===== src/rtl/alu_pkg.sv =====
`default_nettype none
// +----------------------------------------------------------------------+
// | Module      : alu_pkg                                                |
// | Description : Shared operation, flag and state types for the ALU.    |
// | Revision    : 1.0 - initial sequential ALU release                   |
// +----------------------------------------------------------------------+
package alu_pkg;

  // Operation encodings: the first eight match the original combinational
  // alu, LSR and MUL are new. Encodings 10..15 are unused.
  typedef enum logic [3:0] {
    ALU_ADD = 4'd0,
    ALU_OR  = 4'd1,
    ALU_AND = 4'd2,
    ALU_XOR = 4'd3,
    ALU_NOT = 4'd4,
    ALU_NEG = 4'd5,
    ALU_ASR = 4'd6,
    ALU_LSL = 4'd7,
    ALU_LSR = 4'd8,
    ALU_MUL = 4'd9
  } alu_operation_e;

  // Status flags, z in the MSB down to v in the LSB.
  typedef struct packed {
    logic z;
    logic n;
    logic c;
    logic v;
  } alu_flags_t;

  typedef enum logic [1:0] {
    IDLE = 2'd0,
    BUSY = 2'd1,
    DONE = 2'd2
  } alu_seq_state_e;

  // Shifts iterate one bit per cycle in the sequencer.
  function automatic logic is_shift(alu_operation_e op);
    return (op == ALU_LSL) || (op == ALU_LSR) || (op == ALU_ASR);
  endfunction

  function automatic alu_flags_t mk_flags(logic z, logic n, logic c, logic v);
    alu_flags_t f;
    f.z = z;
    f.n = n;
    f.c = c;
    f.v = v;
    return f;
  endfunction

endpackage
`default_nettype wire


===== src/rtl/alu.sv =====
`default_nettype none
// +----------------------------------------------------------------------+
// | Module      : alu                                                    |
// | Description : Single-cycle ALU datapath (ADD/OR/AND/XOR/NOT/NEG)     |
// |               with status flags. Iterative ops return zero here.     |
// | Revision    : 1.0 - initial sequential ALU release                   |
// +----------------------------------------------------------------------+
module alu
  import alu_pkg::*;
#(
  parameter int Width = 8
) (
  input  logic [Width-1:0] a,
  input  logic [Width-1:0] b,
  input  alu_operation_e   op,
  output logic [Width-1:0] result,
  output alu_flags_t       flags
);

  localparam logic [Width-1:0] MinNeg = {1'b1, {(Width-1){1'b0}}};

  logic [Width:0]   w_sum;
  logic [Width-1:0] w_neg;
  logic             w_c;
  logic             w_v;
  logic             w_known;

  // Result and flag generation for the single-cycle operations.
  always_comb begin
    w_sum   = {1'b0, a} + {1'b0, b};
    w_neg   = '0 - a;
    result  = '0;
    w_c     = 1'b0;
    w_v     = 1'b0;
    w_known = 1'b1;
    case (op)
      ALU_ADD: begin
        result = w_sum[Width-1:0];
        w_c    = w_sum[Width];
        w_v    = (a[Width-1] == b[Width-1]) && (w_sum[Width-1] != a[Width-1]);
      end
      ALU_OR:  result = a | b;
      ALU_AND: result = a & b;
      ALU_XOR: result = a ^ b;
      ALU_NOT: result = ~a;
      ALU_NEG: begin
        result = w_neg;
        w_c    = (a != '0);
        w_v    = (a == MinNeg);
      end
      // Shifts, MUL and unknown encodings: zero result, all flags clear.
      default: w_known = 1'b0;
    endcase
    flags = mk_flags(w_known && (result == '0), w_known && result[Width-1], w_c, w_v);
  end

endmodule
`default_nettype wire


===== src/rtl/alu_seq.sv =====
`default_nettype none
// +----------------------------------------------------------------------+
// | Module      : alu_seq                                                |
// | Description : Sequential ALU with valid/ready handshakes, registered |
// |               result/flags, bit-serial shifts and shift-add multiply.|
// | Revision    : 1.0 - initial sequential ALU release                   |
// +----------------------------------------------------------------------+
module alu_seq
  import alu_pkg::*;
#(
  parameter int Width = 8
) (
  input  logic             clk,
  input  logic             rst_n,
  input  logic             in_valid,
  output logic             in_ready,
  input  logic [Width-1:0] in_a,
  input  logic [Width-1:0] in_b,
  input  alu_operation_e   in_op,
  output logic             out_valid,
  input  logic             out_ready,
  output logic [Width-1:0] out_result,
  output alu_flags_t       out_flags
);

  localparam int AmtWidth = $clog2(Width) + 1;

  alu_seq_state_e   state_q, state_d;
  alu_operation_e   op_q, op_d;
  logic [Width-1:0] mcand_q, mcand_d;   // MUL multiplicand
  logic [Width-1:0] hi_q, hi_d;         // MUL upper partial product
  logic [Width-1:0] lo_q, lo_d;         // shift value / MUL lower half
  logic [AmtWidth-1:0] cnt_q, cnt_d;
  logic [Width-1:0] result_q, result_d;
  alu_flags_t       flags_q, flags_d;

  logic [Width-1:0]    w_alu_result;
  alu_flags_t          w_alu_flags;
  logic [AmtWidth-1:0] w_amt;
  logic [Width-1:0]    w_shift_val;
  logic                w_shift_c;
  logic [Width:0]      w_mul_sum;
  logic [Width-1:0]    w_mul_hi;
  logic [Width-1:0]    w_mul_lo;
  logic [Width-1:0]    w_fin_res;
  logic                w_fin_c;
  logic                w_fin_v;

  // Single-cycle ops are evaluated straight from the inputs and captured
  // at acceptance.
  alu #(.Width(Width)) u_alu (
    .a      (in_a),
    .b      (in_b),
    .op     (in_op),
    .result (w_alu_result),
    .flags  (w_alu_flags)
  );

  // Shift amount saturates at Width: every larger amount gives the same result.
  always_comb begin
    if (in_b >= Width'(Width)) w_amt = AmtWidth'(Width);
    else                       w_amt = in_b[AmtWidth-1:0];
  end

  // One iteration step of the active shift or multiply, plus final flags.
  always_comb begin
    w_shift_val = lo_q;
    w_shift_c   = 1'b0;
    case (op_q)
      ALU_LSL: begin
        w_shift_val = {lo_q[Width-2:0], 1'b0};
        w_shift_c   = lo_q[Width-1];
      end
      ALU_LSR: begin
        w_shift_val = {1'b0, lo_q[Width-1:1]};
        w_shift_c   = lo_q[0];
      end
      ALU_ASR: begin
        w_shift_val = {lo_q[Width-1], lo_q[Width-1:1]};
        w_shift_c   = lo_q[0];
      end
      default: ;
    endcase
    // Right-shifting shift-add: multiplier bits leave lo_q from the bottom
    // while product bits enter from the top.
    w_mul_sum = {1'b0, hi_q} + (lo_q[0] ? {1'b0, mcand_q} : '0);
    w_mul_hi  = w_mul_sum[Width:1];
    w_mul_lo  = {w_mul_sum[0], lo_q[Width-1:1]};
    if (op_q == ALU_MUL) begin
      w_fin_res = w_mul_lo;
      w_fin_c   = (w_mul_hi != '0);
      w_fin_v   = w_fin_c;
    end else begin
      w_fin_res = w_shift_val;
      w_fin_c   = w_shift_c;
      w_fin_v   = 1'b0;
    end
  end

  // Next-state and datapath control for IDLE/BUSY/DONE.
  always_comb begin
    state_d  = state_q;
    op_d     = op_q;
    mcand_d  = mcand_q;
    hi_d     = hi_q;
    lo_d     = lo_q;
    cnt_d    = cnt_q;
    result_d = result_q;
    flags_d  = flags_q;
    case (state_q)
      IDLE: begin
        if (in_valid) begin
          op_d = in_op;
          if (in_op == ALU_MUL) begin
            mcand_d = in_a;
            lo_d    = in_b;
            hi_d    = '0;
            cnt_d   = AmtWidth'(Width);
            state_d = BUSY;
          end else if (is_shift(in_op)) begin
            lo_d  = in_a;
            cnt_d = w_amt;
            if (w_amt == '0) begin
              // Zero-amount shift passes A through; nothing shifted out.
              result_d = in_a;
              flags_d  = mk_flags(in_a == '0, in_a[Width-1], 1'b0, 1'b0);
              state_d  = DONE;
            end else begin
              state_d = BUSY;
            end
          end else begin
            result_d = w_alu_result;
            flags_d  = w_alu_flags;
            state_d  = DONE;
          end
        end
      end
      BUSY: begin
        cnt_d = cnt_q - 1'b1;
        if (op_q == ALU_MUL) begin
          hi_d = w_mul_hi;
          lo_d = w_mul_lo;
        end else begin
          lo_d = w_shift_val;
        end
        if (cnt_q == AmtWidth'(1)) begin
          result_d = w_fin_res;
          flags_d  = mk_flags(w_fin_res == '0, w_fin_res[Width-1], w_fin_c, w_fin_v);
          state_d  = DONE;
        end
      end
      DONE: begin
        if (out_ready) state_d = IDLE;
      end
      default: state_d = IDLE;
    endcase
  end

  // State and datapath registers.
  always_ff @(posedge clk or negedge rst_n) begin
    if (!rst_n) begin
      state_q  <= IDLE;
      op_q     <= ALU_ADD;
      mcand_q  <= '0;
      hi_q     <= '0;
      lo_q     <= '0;
      cnt_q    <= '0;
      result_q <= '0;
      flags_q  <= '0;
    end else begin
      state_q  <= state_d;
      op_q     <= op_d;
      mcand_q  <= mcand_d;
      hi_q     <= hi_d;
      lo_q     <= lo_d;
      cnt_q    <= cnt_d;
      result_q <= result_d;
      flags_q  <= flags_d;
    end
  end

  assign in_ready   = (state_q == IDLE);
  assign out_valid  = (state_q == DONE);
  assign out_result = result_q;
  assign out_flags  = flags_q;

endmodule
`default_nettype wire


===== config.mk =====
export PLATFORM = sky130hd
export DESIGN_NAME = alu_seq
export DESIGN_NICKNAME = d
export VERILOG_FILES = /design/src/rtl/alu_pkg.sv /design/src/rtl/alu.sv /design/src/rtl/alu_seq.sv
export SDC_FILE = /design/constraint.sdc
export NUM_CORES = 1
export LEC_CHECK = 0
export CAP_MARGIN = 20
export CORE_MARGIN = 3
export CORE_UTILIZATION = 50
export CTS_CLUSTER_DIAMETER = 150
export DETAILED_ROUTE_END_ITERATION = 10
export GPL_TIMING_DRIVEN = 0
export HOLD_SLACK_MARGIN = 0.06
export PLACE_DENSITY = 0.76
export SLEW_MARGIN = 15
export SYNTH_ARGS = -nofsm -noshare
export SYNTH_HDL_FRONTEND = slang
export SYNTH_HIERARCHICAL = 1
export SYNTH_SLANG_ARGS = --single-unit
export TNS_END_PERCENT = 50

===== constraint.sdc =====
create_clock -name clk -period 2.6 [get_ports clk]
set_input_delay 0.52 -clock clk [delete_from_list [all_inputs] [get_ports clk]]
set_output_delay 0.52 -clock clk [all_outputs]
set_load 0.03 [all_outputs]

==> metrics.yaml <==
status: "finished with violations"
finalWeightedCongestion: 0.919
slew_headroom_pct: 59.5
clk_latency_ns: 0.30
crit_type: "in2reg"
syn-cell-area_um2: 4200
final_area_um2: 5250
drive_above_1_share_pct: 18.3
irDropWorstVdd_mv: 0.327
ant_nets: 0
p_leak_nw: 2.23
grt_antenna_before_repair: 0
routed_wl_um: 12400
grt_setup_unrepaired: "true"
r2r_cells: 9
area_growth_pct: 25.1
synth-compound-area-share_pct: 27.7
layout_commonest_cell: "nand2_1"
cp.arrival_ns: 2.86
period_needed_ns: 2.64
first_global_vias: 4017
syn_nets: 563
cts_sinks: 46
worst_pin_slew_ns: 0.607
violations: "negative setup slack"
synthAdderAreaFrac_pct: 9.01
synth_edf_count: 0
stdcell_count: 676
setup_viol: 1
placed_cells: 650
cp-startpoint: "in_b[0]"
die_x_um: 97.6
synth_ff_type: "dfrtp_1"
grt-ovfl-total: 0
start_util_pct: 52.9
dieArea_um2: 9530
cp-start-kind: "input port"
tritoncts: "done"
period_share_pct: 102
grtUsageTotal_pct: 25.2
cts_buffers: 5
worst_r2r_endpoint: "out_flags[0]"
drv_slew: 0
drc: 0
hold_viol: 0
synth_area_per_cell_um2: 8.23
synthSimpleGateAreaFrac_pct: 22.1
netlist-cell-type-count: 69
power_density_nw_per_um2: 847
h-tree-depth: 2
rr_startpoint: "lo_q[0]"
synth-seq-area-share_pct: 27.4
cts_hold_buf: 0
ys.warnings.count: 6
fp.dieH_um: 97.6
r2r_slack_ns: 0.02
antenna_cells: 0
io_buffers: 37
ys_ff_latch: 46
coreArea_um2: 7930
drv_cap: 0
vias_per_cell: 6.37
drtIter0Drc: 390
fin_ws_ns: -0.0425
clk_path_buf_depth: 2
ios: 38
syn_inst: 510
worstPathMaxFanout: 3
clockRootBuffer: "clkbuf_8"
final_cell_mix: "58 x nand2_1, 45 x dfrtp_1, 30 x a21oi_1"
synthMuxAreaShare_pct: 6.23
hp-class: "in2async"
synth_xor_area_share_pct: 1.67
fmax_ghz: 0.378
placementRows: 32
place_hpwl_um: 8810
placed_area_um2: 4720
n_fill_cell: 647
synth_top_family_by_area: "compound AO/OA/AOI/OAI gates"
setup.worst_path.end_class: "register"
dpl_worst_slack_ns: -1.34
async_reset_ff_share_pct: 100
detail_route.first_pass.iterations: 6
cp-endpoint: "out_flags[3]"
grt_pass1_wl_um: 19900
nets: 626
grt_max_degree: 32
fin_worst_skew_ns: 0.0120
route.vias.total: 4306
path_clk_slew_ns: 0.09
wl_per_cell_um: 18.3
required_ns: 2.81
[worst max-delay path, stage by stage]
cell and delay, ns:
buf_12 0.08, ha_4 0.14, inv_2 0.04, fa_2 0.39, nand2b_4 0.17, buf_4 0.13
nand3_1 0.10, o311ai_2 0.15, a21oi_2 0.23, nand4bb_4 0.13, nor4_2 0.28, nand2_1 0.12
a21oi_2 0.16, mux2i_1 0.11, o21ai_1 0.11
[through the flow]
stage / power [mW] / hold slack, ns / util, % / TNS [ns]
after floorplan: 2.95 / 0.224 / - / -0.0270
after detailed placement: 3.68 / 0.470 / 59.5 / -22.50
after global placement: 3.61 / 0.462 / 59.3 / -32.42
after global routing: 4.73 / 0.153 / 66.2 / -0.274
final: 4.44 / 0.134 / 66.2 / -0.0425
after CTS: 4.31 / 0.148 / 64.0 / -0.0249
[area by class of cell]
cell class / count / area, um^2 / share of cell area (%)
multi-input cells: 406 / 3080 / 58.8
clock inverters: 3 / 25.0 / 0.477
inverters: 31 / 121 / 2.31
clock buffers: 5 / 68.8 / 1.31
repair buffers: 57 / 536 / 10.2
plain buffers: 26 / 134 / 2.55
well taps: 102 / 128 / 2.43
flip-flops and latches: 46 / 1150 / 22.0
[registers in the layout, indices dropped and copies added (netlist names)]
name        count
hi_q            8
lo_q            8
mcand_q         8
out_result      8
cnt_q           4
op_q            4
out_flags       4
state_q         2
[cells in the mapped netlist (10+ instances only)]
cell | n | area, um^2
nand2_1 | 58 | 218
mux2_1 | 10 | 113
inv_1 | 31 | 116
and2_1 | 11 | 68.8
o21ai_1 | 15 | 75.1
a21o_1 | 14 | 105
dfrtp_1 | 46 | 1150
a311oi_1 | 13 | 114
nor3_1 | 12 | 60.1
nor2_1 | 26 | 97.6
nand2b_1 | 10 | 62.6
clkbuf_1 | 20 | 75.1
nand3_1 | 12 | 60.1
a21oi_1 | 38 | 190
ha_1 | 27 | 338
nor2b_1 | 12 | 75.1
o21ai_0 | 16 | 80.1
[layer usage]
metal,share of wire (%),vias to the layer above,global-route usage [%]
met1,41,2028,33.6
met2,49,223,43.5
li1,-,2026,-
met4,2.2,0,6.28
met3,8.1,29,2.58
met5,0,-,0
[kinds of logic (layout without fill, tap and decap cells)]
family,Yosys count,after routing
multiplexers,23,23
AO/OA/AOI/OAI,168,168
buffers and inverters,58,122
adder cells (fa/ha/maj),29,29
XOR/XNOR,8,8
flip-flops,46,46
AND/OR/NAND/NOR,178,178
[worst min path at each step]
stage / to / slack, ns / depth (start not counted)
floorplan: cnt_q[0] / 0.22 / 0
global placement: out_result[3] / 0.46 / 1
detailed placement: hi_q[3] / 0.47 / 1
CTS: op_q[3] / 0.15 / 1
global route: op_q[3] / 0.15 / 1
finish: op_q[3] / 0.13 / 1
[repair_timing]
item / in CTS / in global routing
endpoints found under the setup margin: 36 / 4
cloned: 0 / 0
pin swaps: 14 / 16
gates resized for setup: 104 / 36
setup buffers: 9 / 10
[power by group]
group | switching (mW) | leakage [nW] | internal, mW | total (mW)
clock network | 0.260 | 0.0447 | 0.194 | 0.454
registers | 0.279 | 0.588 | 1.03 | 1.31
logic | 1.53 | 1.60 | 1.15 | 2.68
total | 2.07 | 2.23 | 2.37 | 4.44
Power figures use the tool's default switching activity.
